<file path="src/rtl/pdp8_tt_fifo.sv">
`default_nettype none
// +---------------------------------------------------------------------------+
// | pdp8_tt_fifo : buffered KL8E-style console terminal with RX/TX FIFOs      |
// | rev 1.0                                                                   |
// +---------------------------------------------------------------------------+
module pdp8_tt_fifo #(
  parameter logic [5:0] RX_DEV    = 6'o03,
  parameter logic [5:0] TX_DEV    = 6'o04,
  parameter int         RX_AW     = 3,
  parameter int         TX_AW     = 3,
  parameter int         DATA_BITS = 8,
  parameter logic       IE_RESET  = 1'b1
) (
  input  logic                 clk,
  input  logic                 reset_n,
  input  logic                 iot,
  input  logic [3:0]           state,
  input  logic [11:0]          mb,
  input  logic [5:0]           io_select,
  input  logic [11:0]          io_data_in,
  output logic [11:0]          io_data_out,
  output logic                 io_selected,
  output logic                 io_skip,
  output logic                 io_data_avail,
  output logic                 io_interrupt,
  output logic                 tx_valid,
  input  logic                 tx_ready,
  output logic [DATA_BITS-1:0] tx_data,
  input  logic                 rx_valid,
  input  logic [DATA_BITS-1:0] rx_data,
  output logic                 rx_overrun,
  output logic                 tx_overrun
);

  localparam logic [3:0] F1 = 4'b0001;
  localparam int RX_DEPTH = 1 << RX_AW;
  localparam int TX_DEPTH = 1 << TX_AW;

  logic [DATA_BITS-1:0] rx_mem [RX_DEPTH];
  logic [DATA_BITS-1:0] tx_mem [TX_DEPTH];
  logic [RX_AW-1:0] rx_wr, rx_rd;
  logic [TX_AW-1:0] tx_wr, tx_rd;
  logic [RX_AW:0]   rx_count;
  logic [TX_AW:0]   tx_count;
  logic             ie, tx_flag;

  logic       fire_rx, fire_tx;
  logic [2:0] fn;
  logic       rx_empty, rx_full, tx_full, rx_flag;
  logic       rx_pop, rx_push, rx_drop;
  logic       tx_pop, tx_push_req, tx_push, tx_drop, tx_set, tx_clr, kie;
  logic [DATA_BITS-1:0] rx_head;
  logic [11:0] rx_head12;
  logic        unused_mb;

  assign fn        = mb[2:0];
  assign unused_mb = ^mb[11:3];
  assign fire_rx   = iot && (state == F1) && (io_select == RX_DEV);
  assign fire_tx   = iot && (state == F1) && (io_select == TX_DEV);

  assign rx_empty  = (rx_count == '0);
  assign rx_full   = (rx_count == RX_DEPTH[RX_AW:0]);
  assign tx_full   = (tx_count == TX_DEPTH[TX_AW:0]);
  assign rx_flag   = !rx_empty;
  assign rx_head   = rx_empty ? '0 : rx_mem[rx_rd];
  assign rx_head12 = {{(12-DATA_BITS){1'b0}}, rx_head};

  // A full FIFO still accepts a write when a pop frees the slot in the same cycle
  assign rx_pop      = fire_rx && fn[1] && !rx_empty;
  assign rx_push     = rx_valid && (!rx_full || rx_pop);
  assign rx_drop     = rx_valid && rx_full && !rx_pop;
  assign kie         = fire_rx && (fn == 3'd5);

  assign tx_valid    = (tx_count != '0);
  assign tx_data     = tx_mem[tx_rd];
  assign tx_pop      = tx_valid && tx_ready;
  assign tx_push_req = fire_tx && fn[2] && (fn != 3'd5);
  assign tx_push     = tx_push_req && (!tx_full || tx_pop);
  assign tx_drop     = tx_push_req && tx_full && !tx_pop;
  assign tx_set      = (fire_tx && (fn == 3'd0)) || tx_pop;
  assign tx_clr      = fire_tx && fn[1];

  assign io_selected   = fire_rx || fire_tx;
  assign io_data_avail = 1'b1;
  assign io_interrupt  = ie && (rx_flag || tx_flag);

  always_comb begin
    io_data_out = io_data_in;
    io_skip     = 1'b0;
    if (fire_rx) begin
      case (fn)
        3'd2, 3'd3:       io_data_out = 12'o0000;
        3'd4, 3'd6, 3'd7: io_data_out = rx_head12;
        default:          io_data_out = io_data_in;
      endcase
      io_skip = (fn == 3'd1) || (fn == 3'd3) || (fn == 3'd7) ? rx_flag : 1'b0;
    end else if (fire_tx) begin
      if ((fn == 3'd1) || (fn == 3'd3) || (fn == 3'd7))
        io_skip = !tx_full;
      else if (fn == 3'd5)
        io_skip = io_interrupt;
    end
  end

  always_ff @(posedge clk) begin
    if (rx_push) rx_mem[rx_wr] <= rx_data;
    if (tx_push) tx_mem[tx_wr] <= io_data_in[DATA_BITS-1:0];
  end

  always_ff @(posedge clk or negedge reset_n) begin
    if (!reset_n) begin
      rx_wr      <= '0;
      rx_rd      <= '0;
      rx_count   <= '0;
      tx_wr      <= '0;
      tx_rd      <= '0;
      tx_count   <= '0;
      ie         <= IE_RESET;
      tx_flag    <= 1'b0;
      rx_overrun <= 1'b0;
      tx_overrun <= 1'b0;
    end else begin
      if (rx_push) rx_wr <= rx_wr + RX_AW'(1);
      if (rx_pop)  rx_rd <= rx_rd + RX_AW'(1);
      case ({rx_push, rx_pop})
        2'b10:   rx_count <= rx_count + (RX_AW+1)'(1);
        2'b01:   rx_count <= rx_count - (RX_AW+1)'(1);
        default: rx_count <= rx_count;
      endcase
      if (rx_drop) rx_overrun <= 1'b1;

      if (tx_push) tx_wr <= tx_wr + TX_AW'(1);
      if (tx_pop)  tx_rd <= tx_rd + TX_AW'(1);
      case ({tx_push, tx_pop})
        2'b10:   tx_count <= tx_count + (TX_AW+1)'(1);
        2'b01:   tx_count <= tx_count - (TX_AW+1)'(1);
        default: tx_count <= tx_count;
      endcase
      if (tx_drop) tx_overrun <= 1'b1;

      // Set has priority so a handshake coinciding with TCF/TLS is not lost
      if (tx_set)      tx_flag <= 1'b1;
      else if (tx_clr) tx_flag <= 1'b0;

      if (kie) ie <= io_data_in[0];
    end
  end

endmodule
`default_nettype wire
</file>
<file path="config.mk">
export PLATFORM = sky130hd
export DESIGN_NAME = pdp8_tt_fifo
export DESIGN_NICKNAME = d
export VERILOG_FILES = /design/src/rtl/pdp8_tt_fifo.sv
export SDC_FILE = /design/constraint.sdc
export NUM_CORES = 1
export LEC_CHECK = 0
export ABC_CLOCK_PERIOD_IN_PS = 3300
export CAP_MARGIN = 20
export CORE_MARGIN = 5
export CORE_UTILIZATION = 56
export DETAILED_ROUTE_END_ITERATION = 10
export PLACE_DENSITY = 0.77
export SLEW_MARGIN = 15
export SYNTH_ARGS = -nofsm -noshare
export SYNTH_HDL_FRONTEND = slang
export SYNTH_SLANG_ARGS = --single-unit
</file>
<file path="constraint.sdc">
create_clock -name clk -period 3.3 [get_ports clk]
set_input_delay 0.495 -clock clk [delete_from_list [all_inputs] [get_ports clk]]
set_output_delay 0.495 -clock clk [all_outputs]
set_load 0.005 [all_outputs]
</file>
---- After elaboration in Yosys (flattened, before gate mapping) ----
Memories as Yosys holds them, arrays and structs flattened.
Index checks and enable logic that the tools add are counted.
cells by class
  add/subtract/negate cells ............... 8
  equality and inequality tests ........... 17
  multiplexer cells ....................... 16
  reduce and logical (&&, ||, !) cells .... 38
operators by type and width
  operator                                                                number
  12-bit case mux with 2 select lines                                     1
  1-bit logical AND                                                       18
  4-bit case mux with 2 select lines                                      2
  3-bit by 1-bit adder with 3-bit output (second input constant)          4
  3-bit equality test (second input constant)                             4
  12-bit two-way mux                                                      1
  1-bit two-way mux                                                       11
  4-bit by 1-bit adder with 4-bit output (second input constant)          2
  4-bit equality test (second input constant)                             2
  8-bit two-way mux                                                       1
  4-bit by 1-bit subtractor with 4-bit output (second input constant)     2
  1-bit logical OR                                                        7
  3-bit by 2-bit equality test with 1-bit output (second input constant)  2
  6-bit by 2-bit equality test with 1-bit output (second input constant)  1
  6-bit by 3-bit equality test with 1-bit output (second input constant)  1
  2-bit nonzero test                                                      3
  1-bit zero test                                                         5
  2-bit by 1-bit equality test with 1-bit output (second input constant)  2
  2-bit equality test (second input constant)                             2
  4-bit by 1-bit equality test with 1-bit output (second input constant)  1
  4-bit zero test                                                         1
  4-bit nonzero test                                                      1
  3-bit by 1-bit equality test with 1-bit output (second input constant)  1
  3-bit zero test                                                         1
  3 further kinds                                                         3
storage, ports and cells
  flip-flop bits (word level) ............. 24
  bits in writable memories ............... 128
  input port bits ......................... 47
  output and inout port bits .............. 27
  memories kept ........................... 2
memories
  name    depth  width  rd ports  clocked after Yosys merged registers in  write ports  RTL line  source
  rx_mem  8      8      1         0                                        1            39        logic [DATA_BITS-1:0] rx_mem [RX_DEPTH];
  tx_mem  8      8      1         0                                        1            40        logic [DATA_BITS-1:0] tx_mem [TX_DEPTH];

---- Longest topological paths before layout ----
  depth in word-level cells ............... 9
  depth in mapped cells ................... 10
  mapped depth without buffers ............ 9

---- Worst setup path before layout ----
Ideal clock, no wire load.
  path type ............................... input port to flip-flop
  from .................................... in state[3]
  to ...................................... mem tx_mem[2][0], enable pin
  library setup time ...................... 0.398 ns
  arrival time ............................ 2.603 ns
  setup slack ............................. 0.299 ns
  cell stages on the path ................. 5
  path buffers ............................ 1
  cell sequence ........................... nor4bb_1 nand2_1 or4_1 clkbuf_1 nor4b_1
between the ends
  cells in the longest elaborated chain, start to end .. 8
ends and longest elaborated chain
  what                                            RTL line  source
  from (decl)                                     17        input logic [3:0] state,
  4-bit by 1-bit equality test with 1-bit output  59        assign fire_tx = iot && (state == F1) && (io_select == TX_DEV);
  1-bit logical AND (2 in a row)                  59
  1-bit logical AND (2 in a row)                  77        assign tx_push_req = fire_tx && fn[2] && (fn != 3'd5);
  1-bit logical AND                               78        assign tx_push = tx_push_req && (!tx_full || tx_pop);
  1-bit two-way mux                               107       if (tx_push) tx_mem[tx_wr] <= io_data_in[DATA_BITS-1:0];
  1-bit two-way mux (not written as such)         107
  to (decl)                                       40
Every way passes these cells.

---- Worst setup path after layout ----
  from .................................... in io_select[5]
  to ...................................... out io_data_out[4]
between the ends
  cells in the longest elaborated chain, start to end .. 3
ends and longest elaborated chain
  what                                            RTL line  source
  from (decl)                                     19        input logic [5:0] io_select,
  6-bit by 2-bit equality test with 1-bit output  58        assign fire_rx = iot && (state == F1) && (io_select == RX_DEV);
  1-bit logical AND                               58
  12-bit two-way mux                              90        if (fire_rx) begin
  to (decl)                                       21        output logic [11:0] io_data_out,
Every way passes these cells.

==> metrics.txt <==
Max Buffers Root-to-Sink=2; CP arrival=2.71 ns; Int Pwr=3992 uW; #FFs+latches synth=152; RR Startpoint=tx_count[1]$_DFFE_PN0P_; Area Growth Syn to Fin=23.34%; clock sinks=152; Slew headroom=46.21%; power share of the clock group=32.6%; number of global-route vias before repair=3736; 1st-iter DRT viols=241; sequential share of power=46.5%; Final Wtd Congestion=0.7732; critical path type=in2out; Syn. warnings=0; R2R cell count=5; GRT Resource Usage Total=20.17%; synthesized area=6421 um2; Final period util=97.17%; ant diodes=0; leading post-synthesis cells by cell area=edfxtp_1 (60%), mux4_2 (11%), dfrtp_1 (9.0%); grt total ovfl=0; starting density of the core=56.72%; fin util=69.96%; worst reg2reg endpoint=tx_mem[1][0]$_DFFE_PP_; dpl hpwl=8.073 mm; Post-Syn Nets=422; PD cells=678.3 nW/um2; Non-Filler Instances=617; P_sw=1380 uW; clock skew=0.005002 ns; slowest CP cell=or4_4; cell count after synthesis=369; Max stage delay on crit path=0.56 ns; Synth async-reset ratio=15.79%; FP Rows=39; layout cells sized above 1=22.36%; Post-DRT Antenna Nets=0; Avg Vias per Cell=5.729; count of nets after finishing=514; smallest hold slack=0.4325 ns; outcome=finished clean; crit-path leading delay family=buffers and inverters; Pleak=0.002763 uW; io pins=74; DR vias=3535; Syn Area/Cell=17.40 um2; worst-path fanout max=8; unrepaired setup endpoints after global routing=no; Main synth FF type=edfxtp_1; Inserted Clock Buffers=17; Final Max Tran Viols=0; number of synthesized flops with an enable pin=128; placed cells=584; die height=117.1 um; Setup violations, final=0; Critical Path Sink Type=primary output; initial antenna violation count=1; CP Cell Sequence=clkdlybuf4s50_1 > or4_4 > nor3_4 > o2111ai_1 > buf_4 > o21ai_2 > clkdlybuf4s50_1; sequential share of the synthesized area=69.23%; CTS H-tree depth=4; Wirelength per Cell=20.09 um; Hold Crit Class=in2async; setup TNS=0 ns; top cells by count, synth=edfxtp_1 (128), mux4_2 (32), nand2_1 (28); global-route wire length before repair=19.87 mm; R2R Setup Slk=1.01 ns; combinational share of power=20.9%; drt drc=0; Max Freq=311.9 MHz; Clock Tree Root=clkbuf_16; Reg clk slew, reported paths=0.06 ns; TritonCTS clock tree=built; cell repeated most along the worst path=clkdlybuf4s50_1; Cell variety after synth=57; Port Buffer Count=63; Core ar.=11320 um2; Die Width=117.1 um; Worst-Skew Late Latency=0.42 ns; Yosys top cell area share=59.86%; Worst-Margin Slew=0.8069 ns; most common cell in the synthesized netlist=edfxtp_1; Final min period=3.207 ns; startpoint class of the critical path=input pin; largest net degree at the start of global routing=25; drt pass-1 iters=4; Synth area leader=edfxtp_1; Worst EP required=2.80 ns; switching part of the total=25.68%; final wirelength=12.39 mm; worst vdd ir=0.4902 mV; Buf+Inv Stages, Crit Path=3; total power=5372 uW; Max Cap Viol=0; die area=13710 um2; final hold vios=0
worst reg2reg max path: stages, from the launching register on:
cell	delay [ns]
dfrtp_1	0.47
or3_1	0.19
nor3b_1	0.09
or4_1	0.59
nor4b_1	0.37
buf_4	0.27
layer usage:
metal	global-route usage (%)	vias up	wire [um]
met5	0	-	13
met4	6.269	2	144
met3	5.758	16	606
met2	34.85	79	6754
met1	24.81	1787	4875
li1	-	1651	-
layout by cell type, fill, tap and decap left out, types with 3 or more instances in the layout:
cell type          n
nor3b_1            4
dlymetal6s2s_1     4
a21oi_1            4
clkbuf_16         17
mux4_2            32
nor4_1             3
clkdlybuf4s50_1   59
xnor2_1           11
nand2_1           27
inv_1              4
nand2b_1           4
nor3_1            10
dfrtp_1           23
xor2_1             3
clkinv_2           3
and2_1             5
o211ai_1           3
clkbuf_1           3
buf_4             26
o21ai_1            9
mux2i_1            9
o21ai_2            3
nor2_1             9
ha_1               6
edfxtp_1         128
mux2_2             8
nand3_1            5
mux2_1             3
metrics by stage:
| step | cell area [um2] | setup WS, ns |
|---|---|---|
| 2_1_floorplan | 6421 | 0.2991 |
| 3_3_place_gp | 7345 | -0.05496 |
| 3_5_place_dp | 7345 | -0.08591 |
| 4_1_cts | 7886 | 0.01136 |
| 5_1_grt | 7920 | 0.0007563 |
| 6_report | 7920 | 0.09335 |
sequential cells by signal, summed over array words and instances (netlist names), 3 cells and up:
register and count:
tx_rd 3, tx_mem 64, rx_wr 3, rx_count 4
tx_wr 3, tx_count 4, rx_mem 64, rx_rd 3
cell type report:
type | count | area, um2
clock buffers | 20 | 436.7
clock inverters | 12 | 102.6
fillers | 730 | 3401
inverters | 4 | 15.01
multi-input cells | 197 | 1906
flip-flops and latches | 152 | 4446
well taps | 143 | 178.9
repair buffers | 89 | 835.8
repair_timing:
item,in CTS,in global routing
endpoints found under the hold margin,0,0
resized for setup,1,8
gates cloned,0,0
hold buffers,0,0
setup endpoints to repair,12,13
buffers inserted,0,1
kinds of logic after synthesis:
group | synth area share (%)
other | 0.05840
flip-flops | 69.23
AND/OR/NAND/NOR | 7.775
XOR/XNOR | 1.910
AO/OA/AOI/OAI | 3.683
buffers and inverters | 1.384
adder cells (fa/ha/maj) | 1.169
multiplexers | 14.79
power groups by stage:
stage | sequential, uW | combinational (uW) | clock [uW]
2_1_floorplan | 2430 | 750 | 0
3_3_place_gp | 2510 | 1100 | 0
4_1_cts | 2500 | 1150 | 1790
3_5_place_dp | 2530 | 1130 | 0
6_report | 2500 | 1120 | 1750
5_1_grt | 2520 | 1230 | 1890
worst max-delay path by stage:
stage | end | from | cells after the start
after global placement | io_data_out[6] | state[0] | 8
after CTS | io_data_out[6] | state[0] | 7
after floorplan | tx_mem[2][0]$_DFFE_PP_ | state[3] | 5
after global routing | io_data_out[4] | io_select[5] | 7
final | io_data_out[4] | io_select[5] | 7
after detailed placement | io_data_out[10] | state[0] | 7
(Power assumes the default switching activity.)
